### src/rtl/binary_mac_stream_if.sv
// Stream bundle for the binary/ternary-weight MAC: beat input channel and
// frame-result output channel, each with its own valid/ready handshake.
interface binary_mac_stream_if #(
   parameter int CHUNK      = 8,
   parameter int MAX_CHUNKS = 8
);
   localparam int ACC_W = $clog2(CHUNK*MAX_CHUNKS) + 2;
   localparam int CNT_W = $clog2(MAX_CHUNKS + 1);

   logic             in_valid;
   logic             in_ready;
   logic [CHUNK-1:0] in_x;
   logic [CHUNK-1:0] in_w;
   logic [CHUNK-1:0] in_m;
   logic             in_last;
   logic             out_valid;
   logic             out_ready;
   logic [ACC_W-1:0] out_y;
   logic [CNT_W-1:0] out_beats;
   logic             out_err;

   // Producer of beats / consumer of results
   modport master (
      output in_valid, in_x, in_w, in_m, in_last, out_ready,
      input  in_ready, out_valid, out_y, out_beats, out_err
   );

   // The MAC itself
   modport slave (
      input  in_valid, in_x, in_w, in_m, in_last, out_ready,
      output in_ready, out_valid, out_y, out_beats, out_err
   );
endinterface

### src/rtl/binary_mac_stream.sv
// Streaming binary/ternary-weight MAC. Each CHUNK-bit beat contributes
// popcount(x&w&m) - popcount(x&~w&m) to a signed frame accumulator; one
// result per frame is offered on the output handshake.
module binary_mac_stream #(
   parameter int CHUNK      = 8,
   parameter int MAX_CHUNKS = 8
) (
   input  logic                clk,
   input  logic                reset,
   binary_mac_stream_if.slave  bus
);
   localparam int ACC_W = $clog2(CHUNK*MAX_CHUNKS) + 2;
   localparam int CNT_W = $clog2(MAX_CHUNKS + 1);
   localparam logic [CNT_W-1:0] MAX_CNT = CNT_W'(MAX_CHUNKS);

   typedef enum logic [1:0] {
      S_IDLE,
      S_ACCUM,
      S_HOLD
   } state_t;

   state_t                  r_state;
   state_t                  w_state_nx;
   logic signed [ACC_W-1:0] r_acc;
   logic signed [ACC_W-1:0] w_acc_nx;
   logic [CNT_W-1:0]        r_cnt;
   logic [CNT_W-1:0]        w_cnt_nx;
   logic signed [ACC_W-1:0] r_y;
   logic [CNT_W-1:0]        r_beats;
   logic                    r_err;
   logic                    w_load;

   logic                    w_accept;
   logic                    w_full;
   logic [CNT_W-1:0]        w_cnt_inc;
   logic signed [ACC_W-1:0] w_d;
   logic signed [ACC_W-1:0] w_sum;
   logic [CHUNK-1:0]        w_pos_bits;
   logic [CHUNK-1:0]        w_neg_bits;
   logic [ACC_W-1:0]        w_pos_cnt [0:CHUNK];
   logic [ACC_W-1:0]        w_neg_cnt [0:CHUNK];

   // Masked-out positions contribute nothing; the rest are +1 or -1.
   assign w_pos_bits = bus.in_x &  bus.in_w & bus.in_m;
   assign w_neg_bits = bus.in_x & ~bus.in_w & bus.in_m;

   // Ripple popcount as a chain of prefix sums.
   assign w_pos_cnt[0] = '0;
   assign w_neg_cnt[0] = '0;
   generate
      for (genvar gi = 0; gi < CHUNK; gi++) begin : g_pop
         assign w_pos_cnt[gi+1] = w_pos_cnt[gi] + ACC_W'(w_pos_bits[gi]);
         assign w_neg_cnt[gi+1] = w_neg_cnt[gi] + ACC_W'(w_neg_bits[gi]);
      end
   endgenerate

   assign w_d       = $signed(w_pos_cnt[CHUNK]) - $signed(w_neg_cnt[CHUNK]);
   assign w_sum     = r_acc + w_d;
   assign w_cnt_inc = r_cnt + CNT_W'(1);
   assign w_full    = (w_cnt_inc == MAX_CNT);

   // No beats taken while a result is pending or while held in reset.
   assign bus.in_ready  = (r_state != S_HOLD) && !reset;
   assign w_accept      = bus.in_valid && bus.in_ready;
   assign bus.out_valid = (r_state == S_HOLD);
   assign bus.out_y     = r_y;
   assign bus.out_beats = r_beats;
   assign bus.out_err   = r_err;

   // State, accumulator and beat counter registers.
   always_ff @(posedge clk or posedge reset) begin
      if (reset) begin
         r_state <= S_IDLE;
         r_acc   <= '0;
         r_cnt   <= '0;
      end else begin
         r_state <= w_state_nx;
         r_acc   <= w_acc_nx;
         r_cnt   <= w_cnt_nx;
      end
   end

   // Next-state logic: close the frame on in_last or when the beat limit is hit.
   always_comb begin
      w_state_nx = r_state;
      w_acc_nx   = r_acc;
      w_cnt_nx   = r_cnt;
      w_load     = 1'b0;
      case (r_state)
         S_IDLE, S_ACCUM: begin
            if (w_accept) begin
               if (bus.in_last || w_full) begin
                  w_state_nx = S_HOLD;
                  w_load     = 1'b1;
                  w_acc_nx   = '0;
                  w_cnt_nx   = '0;
               end else begin
                  w_state_nx = S_ACCUM;
                  w_acc_nx   = w_sum;
                  w_cnt_nx   = w_cnt_inc;
               end
            end
         end
         S_HOLD: begin
            if (bus.out_ready) begin
               w_state_nx = S_IDLE;
            end
         end
         default: begin
            w_state_nx = S_IDLE;
            w_acc_nx   = '0;
            w_cnt_nx   = '0;
         end
      endcase
   end

   // Result registers: loaded once per frame, held until the next frame closes.
   always_ff @(posedge clk or posedge reset) begin
      if (reset) begin
         r_y     <= '0;
         r_beats <= '0;
         r_err   <= 1'b0;
      end else if (w_load) begin
         r_y     <= w_sum;
         r_beats <= w_cnt_inc;
         r_err   <= w_full && !bus.in_last;
      end
   end
endmodule

### src/flat_wrapper.sv
// flat-port wrapper written by rule: the top's interface ports become plain ports
module binary_mac_stream_flat 
#(
   parameter int CHUNK      = 8,
   parameter int MAX_CHUNKS = 8
)
  (clk, reset, bus_in_valid, bus_in_x, bus_in_w, bus_in_m, bus_in_last, bus_out_ready, bus_in_ready, bus_out_valid, bus_out_y, bus_out_beats, bus_out_err);
  binary_mac_stream_if #(.CHUNK(CHUNK), .MAX_CHUNKS(MAX_CHUNKS)) bus_i ();
  input  logic clk;
  input  logic reset;
  input wire logic [$bits(bus_i.in_valid)-1:0] bus_in_valid;
  input wire logic [$bits(bus_i.in_x)-1:0] bus_in_x;
  input wire logic [$bits(bus_i.in_w)-1:0] bus_in_w;
  input wire logic [$bits(bus_i.in_m)-1:0] bus_in_m;
  input wire logic [$bits(bus_i.in_last)-1:0] bus_in_last;
  input wire logic [$bits(bus_i.out_ready)-1:0] bus_out_ready;
  output wire logic [$bits(bus_i.in_ready)-1:0] bus_in_ready;
  output wire logic [$bits(bus_i.out_valid)-1:0] bus_out_valid;
  output wire logic [$bits(bus_i.out_y)-1:0] bus_out_y;
  output wire logic [$bits(bus_i.out_beats)-1:0] bus_out_beats;
  output wire logic [$bits(bus_i.out_err)-1:0] bus_out_err;
  assign bus_i.in_valid = bus_in_valid;
  assign bus_i.in_x = bus_in_x;
  assign bus_i.in_w = bus_in_w;
  assign bus_i.in_m = bus_in_m;
  assign bus_i.in_last = bus_in_last;
  assign bus_i.out_ready = bus_out_ready;
  assign bus_in_ready = bus_i.in_ready;
  assign bus_out_valid = bus_i.out_valid;
  assign bus_out_y = bus_i.out_y;
  assign bus_out_beats = bus_i.out_beats;
  assign bus_out_err = bus_i.out_err;
  binary_mac_stream #(.CHUNK(CHUNK), .MAX_CHUNKS(MAX_CHUNKS)) u_core (.clk(clk), .reset(reset), .bus(bus_i));
endmodule
### config.mk
export PLATFORM = sky130hd
export DESIGN_NAME = binary_mac_stream_flat
export DESIGN_NICKNAME = d
export VERILOG_FILES = /design/src/rtl/binary_mac_stream_if.sv /design/src/rtl/binary_mac_stream.sv /design/src/flat_wrapper.sv
export SDC_FILE = /design/constraint.sdc
export NUM_CORES = 1
export LEC_CHECK = 0
export ABC_AREA = 1
export BUFFER_PORTS_ARGS = -buffer_cell sky130_fd_sc_hd__buf_2
export CAP_MARGIN = 20
export CORE_ASPECT_RATIO = 1.25
export CORE_MARGIN = 2
export CORE_UTILIZATION = 55
export CTS_BUF_LIST = sky130_fd_sc_hd__clkbuf_4 sky130_fd_sc_hd__clkbuf_8 sky130_fd_sc_hd__clkbuf_16
export CTS_CLUSTER_DIAMETER = 30
export DETAILED_ROUTE_END_ITERATION = 12
export GPL_ROUTABILITY_DRIVEN = 0
export PLACE_DENSITY_LB_ADDON = 0.25
export SLEW_MARGIN = 0
export SYNTH_ARGS = -nofsm -noshare
export SYNTH_HDL_FRONTEND = slang
export SYNTH_SLANG_ARGS = --single-unit
### constraint.sdc
create_clock -name clk -period 3.2 [get_ports clk]
set_clock_uncertainty 0.2 [all_clocks]
set_input_delay 0.16 -clock clk [delete_from_list [all_inputs] [get_ports clk]]
set_output_delay 0.16 -clock clk [all_outputs]
set_load 0.1 [all_outputs]
==> impl_metrics.ini, run 1 <==
[routing]
vias_per_cell = 5.07
wl_um = 4200
drt_pass1_iterations = 5
drt-wirelength-per-cell_um = 12.0
drt_iter0_drc = 62
vias = 1780
drt_drc_violations_left = 0
final_antenna_net_count = 0

[global_routing]
first_global_vias = 1808
antenna_found_initial = 0
grt_first_pass_wirelength_um = 7220
gr-total-overflow = 0
grt_usage = 0.213
grt_max_degree = 28

[clock_tree]
clockBufferDepth = 2
root_buffer = clkbuf_8
clkLatencyLatePin_ns = 0.27
htree_levels = 1
cts_sinks = 27
cts_tree = done
cts_inserted_buffers = 3
clkTransAtPathRegs_ns = 0.09

[cells_and_area]
drive_gt1_frac = 0.341
diodes = 0
fillerInstances = 277
syn_to_final_growth_pct = 28.5
final_nets = 376
finalInstanceArea_um2 = 2710
finalNonFillerCells = 351

[synthesis]
synthTopCellsByCount = nand2_1 (65), inv_1 (47), dfrtp_1 (27)
yosysTopAreaCell = dfrtp_1
synth_top_area_share = 0.320
syn_avg_cell_area_um2 = 8.38
yosys-top-cells-area = dfrtp_1 (32%), ha_1 (14%), nand2_1 (12%)
synth.cell_area_um2 = 2110
synthCells = 252
synth_edf_count = 0
ys.flop_type = dfrtp_1
ys_seq_elements = 27
synth-async-reset-ratio = 1.00
syn-num-nets = 316
yosys.cell_count.top_type = nand2_1
yosys_warnings = 0
seq_area_frac_synth = 0.320
ys_types = 28

[critical_path]
end_kind = flop
worstPathArrival_ns = 4.10
cp_top_family = adder cells
critPathMaxFanout = 3
timing.critical_path.mode_cell = fa_2
critPathSlowestCell = fa_1
path_class = in -> reg
rr_worst_depth = 11
startpoint = bus_in_x[1]
cp_cell_sequence = buf_8 -> nand2_8 -> nor2_4 -> ha_4 -> inv_2 -> fa_2 -> fa_2 -> fa_2 -> fa_1 -> fa_1 -> ha_4 -> inv_2 -> fa_2 -> buf_4 -> buf_4 -> xor2_4 -> o22ai_1
setup.worst_path.start_class = primary input
r2r_start = u_core.r_acc[2]
path_buf_inv = 5
crit_required_ns = 3.15
worst-path-stages = 17
slowest_delay_ns = 0.55

[sta]
finalSetupViolCount = 14
fmax_mhz = 241
relSlewSlack = 0.678
hold_viol = 0
finalSetupTns_ns = -10.65
period_needed_ns = 4.15
drv_slew = 0
finalCritPeriodShare = 1.30
rsz0062_at_grt = yes
fin_ws_ns = -0.953
tightestPinTransition_ns = 0.483

[hold_path]
hold_path_depth = 4
hp-class = in -> reg
min_from = bus_in_last

[placement]
placed_cells = 341
placed_area_um2 = 2470
hpwl_um = 3270
port-buffer-count = 43

[floorplanning]
die_y_um = 73.3
ios = 44
rows = 25
start_util = 0.567
die_w_um = 59.4
fp.dieArea_um2 = 4350
core_area_um2 = 3720

[power]
power_density_nw_per_um2 = 1060
finalPower_uw = 2890
p_leak_uw = 0.00145
vdd_drop_max_uv = 596

[outcome]
status = finished with violations
violations = negative setup slack

[flow_run]
maxCapViolCount = 0
==> cell type report <==
class / instances / area, um^2 / area share
repair buffers: 58 / 373 / 0.138
clock buffers: 4 / 48.8 / 0.0180
inverters: 48 / 180 / 0.0665
flip-flops and latches: 27 / 676 / 0.249
multi-input cells: 174 / 1380 / 0.510
well taps: 40 / 50.0 / 0.0185
==> registers in the layout, indices dropped and copies added, names as in the netlist <==
name and cells:
u_core.bus.out_beats 4, u_core.r_state 2, u_core.r_cnt 4, u_core.bus.out_err 1, u_core.bus.out_y 8, u_core.r_acc 8
==> report_power, final <==
| group | internal, uW | total, uW | leakage [uW] | switching (uW) |
|---|---|---|---|---|
| clock network | 97.6 | 200 | 0.0000262 | 102 |
| logic | 785 | 2170 | 0.00107 | 1380 |
| registers | 450 | 520 | 0.000353 | 69.6 |
==> through the flow <==
stage	worst slack, ns	utilization	hold WS (ns)
finish	-0.953	0.728	0.0849
global route	-1.06	0.728	0.119
CTS	-0.925	0.710	0.0819
detailed placement	-1.32	0.665	0.0683
global placement	-1.20	0.665	0.0611
floorplan	-1.01	-	0.0181
==> kinds of logic (layout without fill, tap and decap cells) <==
kind of cell | Yosys count | after routing | synth area share
DFF | 27 | 27 | 0.320
xor gates and xnor gates | 4 | 4 | 0.0166
adders and majority gates | 35 | 35 | 0.250
and+or+nand+nor | 112 | 112 | 0.239
AOI/OAI and AO/OA | 23 | 23 | 0.0729
buffers and inverters | 51 | 110 | 0.101
==> path summary, 6_finish.rpt <==
path                       slack (ns)                      end
setup / recovery                -0.95          u_core.r_acc[3]
hold / removal                   0.08       u_core.bus.out_err
setup reg to reg                 0.34          u_core.r_acc[3]
hold reg to reg                  0.28      u_core.bus.out_y[0]
max in group asynchronous        2.22  u_core.bus.out_beats[3]
min in group asynchronous        0.32          u_core.r_acc[5]
==> tightest hold or removal path, cell delays in order <==
cell and delay (ns):
buf_2 0.07, inv_1 0.10, nand3_1 0.13, o21ai_1 0.06
==> layout by cell type, fill, tap and decap left out, types with 2 or more instances in the layout <==
| cell | n |
|---|---|
| nor2_4 | 2 |
| fa_1 | 7 |
| buf_6 | 4 |
| nand4_1 | 4 |
| buf_4 | 11 |
| nand2_1 | 58 |
| nand2_4 | 2 |
| nand3_1 | 10 |
| dlygate4sd3_1 | 2 |
| ha_4 | 3 |
| fa_2 | 5 |
| dfrtp_1 | 27 |
| o22ai_1 | 5 |
| o21ai_0 | 4 |
| buf_2 | 39 |
| nand3_2 | 4 |
| o21ai_2 | 6 |
| buf_8 | 2 |
| a21oi_1 | 3 |
| o21ai_1 | 3 |
| nor2_1 | 15 |
| ha_1 | 20 |
| inv_1 | 41 |
| nand2_2 | 7 |
| inv_2 | 7 |
| nand3b_1 | 2 |
| nand2_8 | 2 |
| clkbuf_8 | 3 |
==> per-layer routing <==
metal,GRT usage,up-vias,share of wire
met5,0,-,0
met4,0.0556,0,0.0074
met3,0.0158,4,0.022
met2,0.426,32,0.57
met1,0.231,834,0.40
li1,-,910,-
==> what timing repair did <==
item                                    4_1_cts  5_1_grt
endpoints found under the hold margin        28        0
gates resized for setup                      20       12
endpoints found under the setup margin       16       16
buffers inserted                              2        2
hold buffers                                  2        0
pin swaps                                    18       18
gates cloned                                  0        0
Power figures use the tool's default switching activity.
==> run 2: changes to the inputs <==
--- a/config.mk
+++ b/config.mk
@@ -9,10 +9,11 @@
 export BUFFER_PORTS_ARGS = -buffer_cell sky130_fd_sc_hd__buf_2
 export CAP_MARGIN = 20
 export CORE_ASPECT_RATIO = 1.25
-export CORE_MARGIN = 2
+export CORE_MARGIN = 4
 export CORE_UTILIZATION = 55
 export CTS_BUF_LIST = sky130_fd_sc_hd__clkbuf_4 sky130_fd_sc_hd__clkbuf_8 sky130_fd_sc_hd__clkbuf_16
 export CTS_CLUSTER_DIAMETER = 30
+export CTS_CLUSTER_SIZE = 20
 export DETAILED_ROUTE_END_ITERATION = 12
 export GPL_ROUTABILITY_DRIVEN = 0
 export PLACE_DENSITY_LB_ADDON = 0.25
==> impl_metrics.ini, run 2 (synthesized netlist as in run 1, its figures left out) <==
[power]
power_density_nw_per_um2 = 1070
swShare = 0.547
finalPower_uw = 2870
switchingPower_uw = 1570
power_frac_clock = 0.071
vdd_drop_max_uv = 622
comb_power_share = 0.749
p_int_uw = 1300
p_leak_uw = 0.00144
seqPwrFrac = 0.180

[hold_path]
hp-class = in -> reg
hold_end = u_core.bus.out_err
min_from = bus_in_last
hold_path_depth = 4

[routing]
wl_um = 4450
drt_pass1_iterations = 4
drt-wirelength-per-cell_um = 12.8
vias = 1797
final_antenna_net_count = 0
drt_drc_violations_left = 0
vias_per_cell = 5.16
drt_iter0_drc = 149

[floorplanning]
rows = 24
die_y_um = 77.3
start_util = 0.586
fp.dieArea_um2 = 4900
die_w_um = 63.4
ios = 44
core_area_um2 = 3600

[sta]
hold_viol = 0
fin_ws_ns = -0.946
fmax_mhz = 241
tightestPinTransition_ns = 0.493
finalSetupViolCount = 15
relSlewSlack = 0.674
rsz0062_at_grt = yes
finalCritPeriodShare = 1.30
period_needed_ns = 4.15
drv_slew = 0

[global_routing]
antenna_found_initial = 0
grt_first_pass_wirelength_um = 7700
grt_usage = 0.195
first_global_vias = 1791
grt_max_degree = 28
gr-total-overflow = 0

[clock_tree]
htree_levels = 1
clkLatencyLatePin_ns = 0.27
cts_sinks = 27
clkTransAtPathRegs_ns = 0.09
root_buffer = clkbuf_8
cts_inserted_buffers = 3
cts_tree = done
clockBufferDepth = 2

[placement]
hpwl_um = 3470
port-buffer-count = 43
placed_area_um2 = 2470
placed_cells = 339
dp_slack_ns = -1.28

[critical_path]
timing.critical_path.mode_cell = fa_2
setup.worst_path.start_class = primary input
cp_cell_sequence = buf_8 -> nand2_8 -> nor2_4 -> ha_4 -> inv_2 -> fa_2 -> fa_2 -> fa_2 -> fa_1 -> fa_1 -> ha_2 -> inv_2 -> fa_2 -> nor3_2 -> nor2_2 -> inv_1 -> nand2_2 -> nand3_2 -> nand2_1
critPathMaxFanout = 3
reg2reg_to = u_core.r_acc[7]
cp_top_family = adder cells
worstPathArrival_ns = 4.12
path_class = in -> reg
path_buf_inv = 4
slowest_delay_ns = 0.53
end_kind = flop
rr_worst_depth = 13
crit_required_ns = 3.17
r2r_start = u_core.r_acc[2]
critPathSlowestCell = fa_2
rrSetupSlack_ns = 0.37

[cells_and_area]
diodes = 0
layout_commonest_cell = nand2_1
mostFrequentLayoutCells = nand2_1 (59), inv_1 (42), buf_2 (39)
final_util = 0.742
finalNonFillerCells = 348
syn_to_final_growth_pct = 26.6
finalInstanceArea_um2 = 2670
final_nets = 374
drive_gt1_frac = 0.333

[outcome]
violations = negative setup slack
status = finished with violations

[flow_run]
maxCapViolCount = 0
## run 2: layout make-up
cell class              instances  area (um^2)
well taps                      39         48.8
flip-flops and latches         27          676
inverters                      48          180
repair buffers                 56          354
clock buffers                   4         48.8
fillers                       281          931
multi-input cells             174         1370
## run 2: how the worst max path moves through the flow
stage | from | to | slack (ns) | depth (start not counted)
final | bus_in_x[0] | u_core.r_acc[7] | -0.95 | 19
after global routing | bus_in_w[0] | u_core.r_acc[5] | -1.11 | 18
after CTS | bus_in_x[0] | u_core.r_acc[5] | -0.95 | 17
after detailed placement | bus_in_m[0] | u_core.r_acc[5] | -1.28 | 17
after global placement | bus_in_m[1] | u_core.r_acc[5] | -1.21 | 17
after floorplan | bus_in_m[1] | u_core.r_acc[5] | -1.01 | 16
## run 2: repair_timing
| action | in CTS | in global routing |
|---|---|---|
| pin swaps | 18 | 8 |
| buffers inserted | 1 | 2 |
| cloned | 0 | 0 |
| setup endpoints to repair | 16 | 16 |
| resized for setup | 19 | 10 |
| endpoints found under the hold margin | 28 | 0 |
| hold buffers | 2 | 0 |
## run 2: power groups by stage
stage | registers, uW | clock network, uW | logic [uW]
2_1_floorplan | 949 | 0 | 1070
3_3_place_gp | 521 | 0 | 1870
3_5_place_dp | 522 | 0 | 1930
4_1_cts | 516 | 202 | 1990
5_1_grt | 530 | 216 | 2390
6_report | 517 | 204 | 2150
## run 2: metrics by stage
stage | hold WS [ns] | TNS (ns)
final | 0.110 | -10.46
after floorplan | 0.0181 | -11.18
after CTS | 0.104 | -10.38
after global placement | 0.0592 | -15.18
after global routing | 0.123 | -12.36
after detailed placement | 0.0645 | -16.05
## run 2: worst register-to-register path, cell delays in order, from the launching register on
cell     delay, ns
dfrtp_1       0.34
inv_1         0.06
ha_1          0.28
inv_1         0.05
fa_1          0.47
ha_1          0.32
inv_1         0.07
fa_2          0.41
nor3_2        0.20
nor2_2        0.08
inv_1         0.08
nand2_2       0.07
nand3_2       0.07
nand2_1       0.04
## run 2: metal layers
| metal | up-vias | track usage | share of wire |
|---|---|---|---|
| met5 | - | 0 | 0 |
| met4 | 0 | 0.0929 | 0.018 |
| met3 | 8 | 0.0175 | 0.036 |
| met2 | 49 | 0.350 | 0.56 |
| met1 | 836 | 0.229 | 0.38 |
| li1 | 904 | - | - |
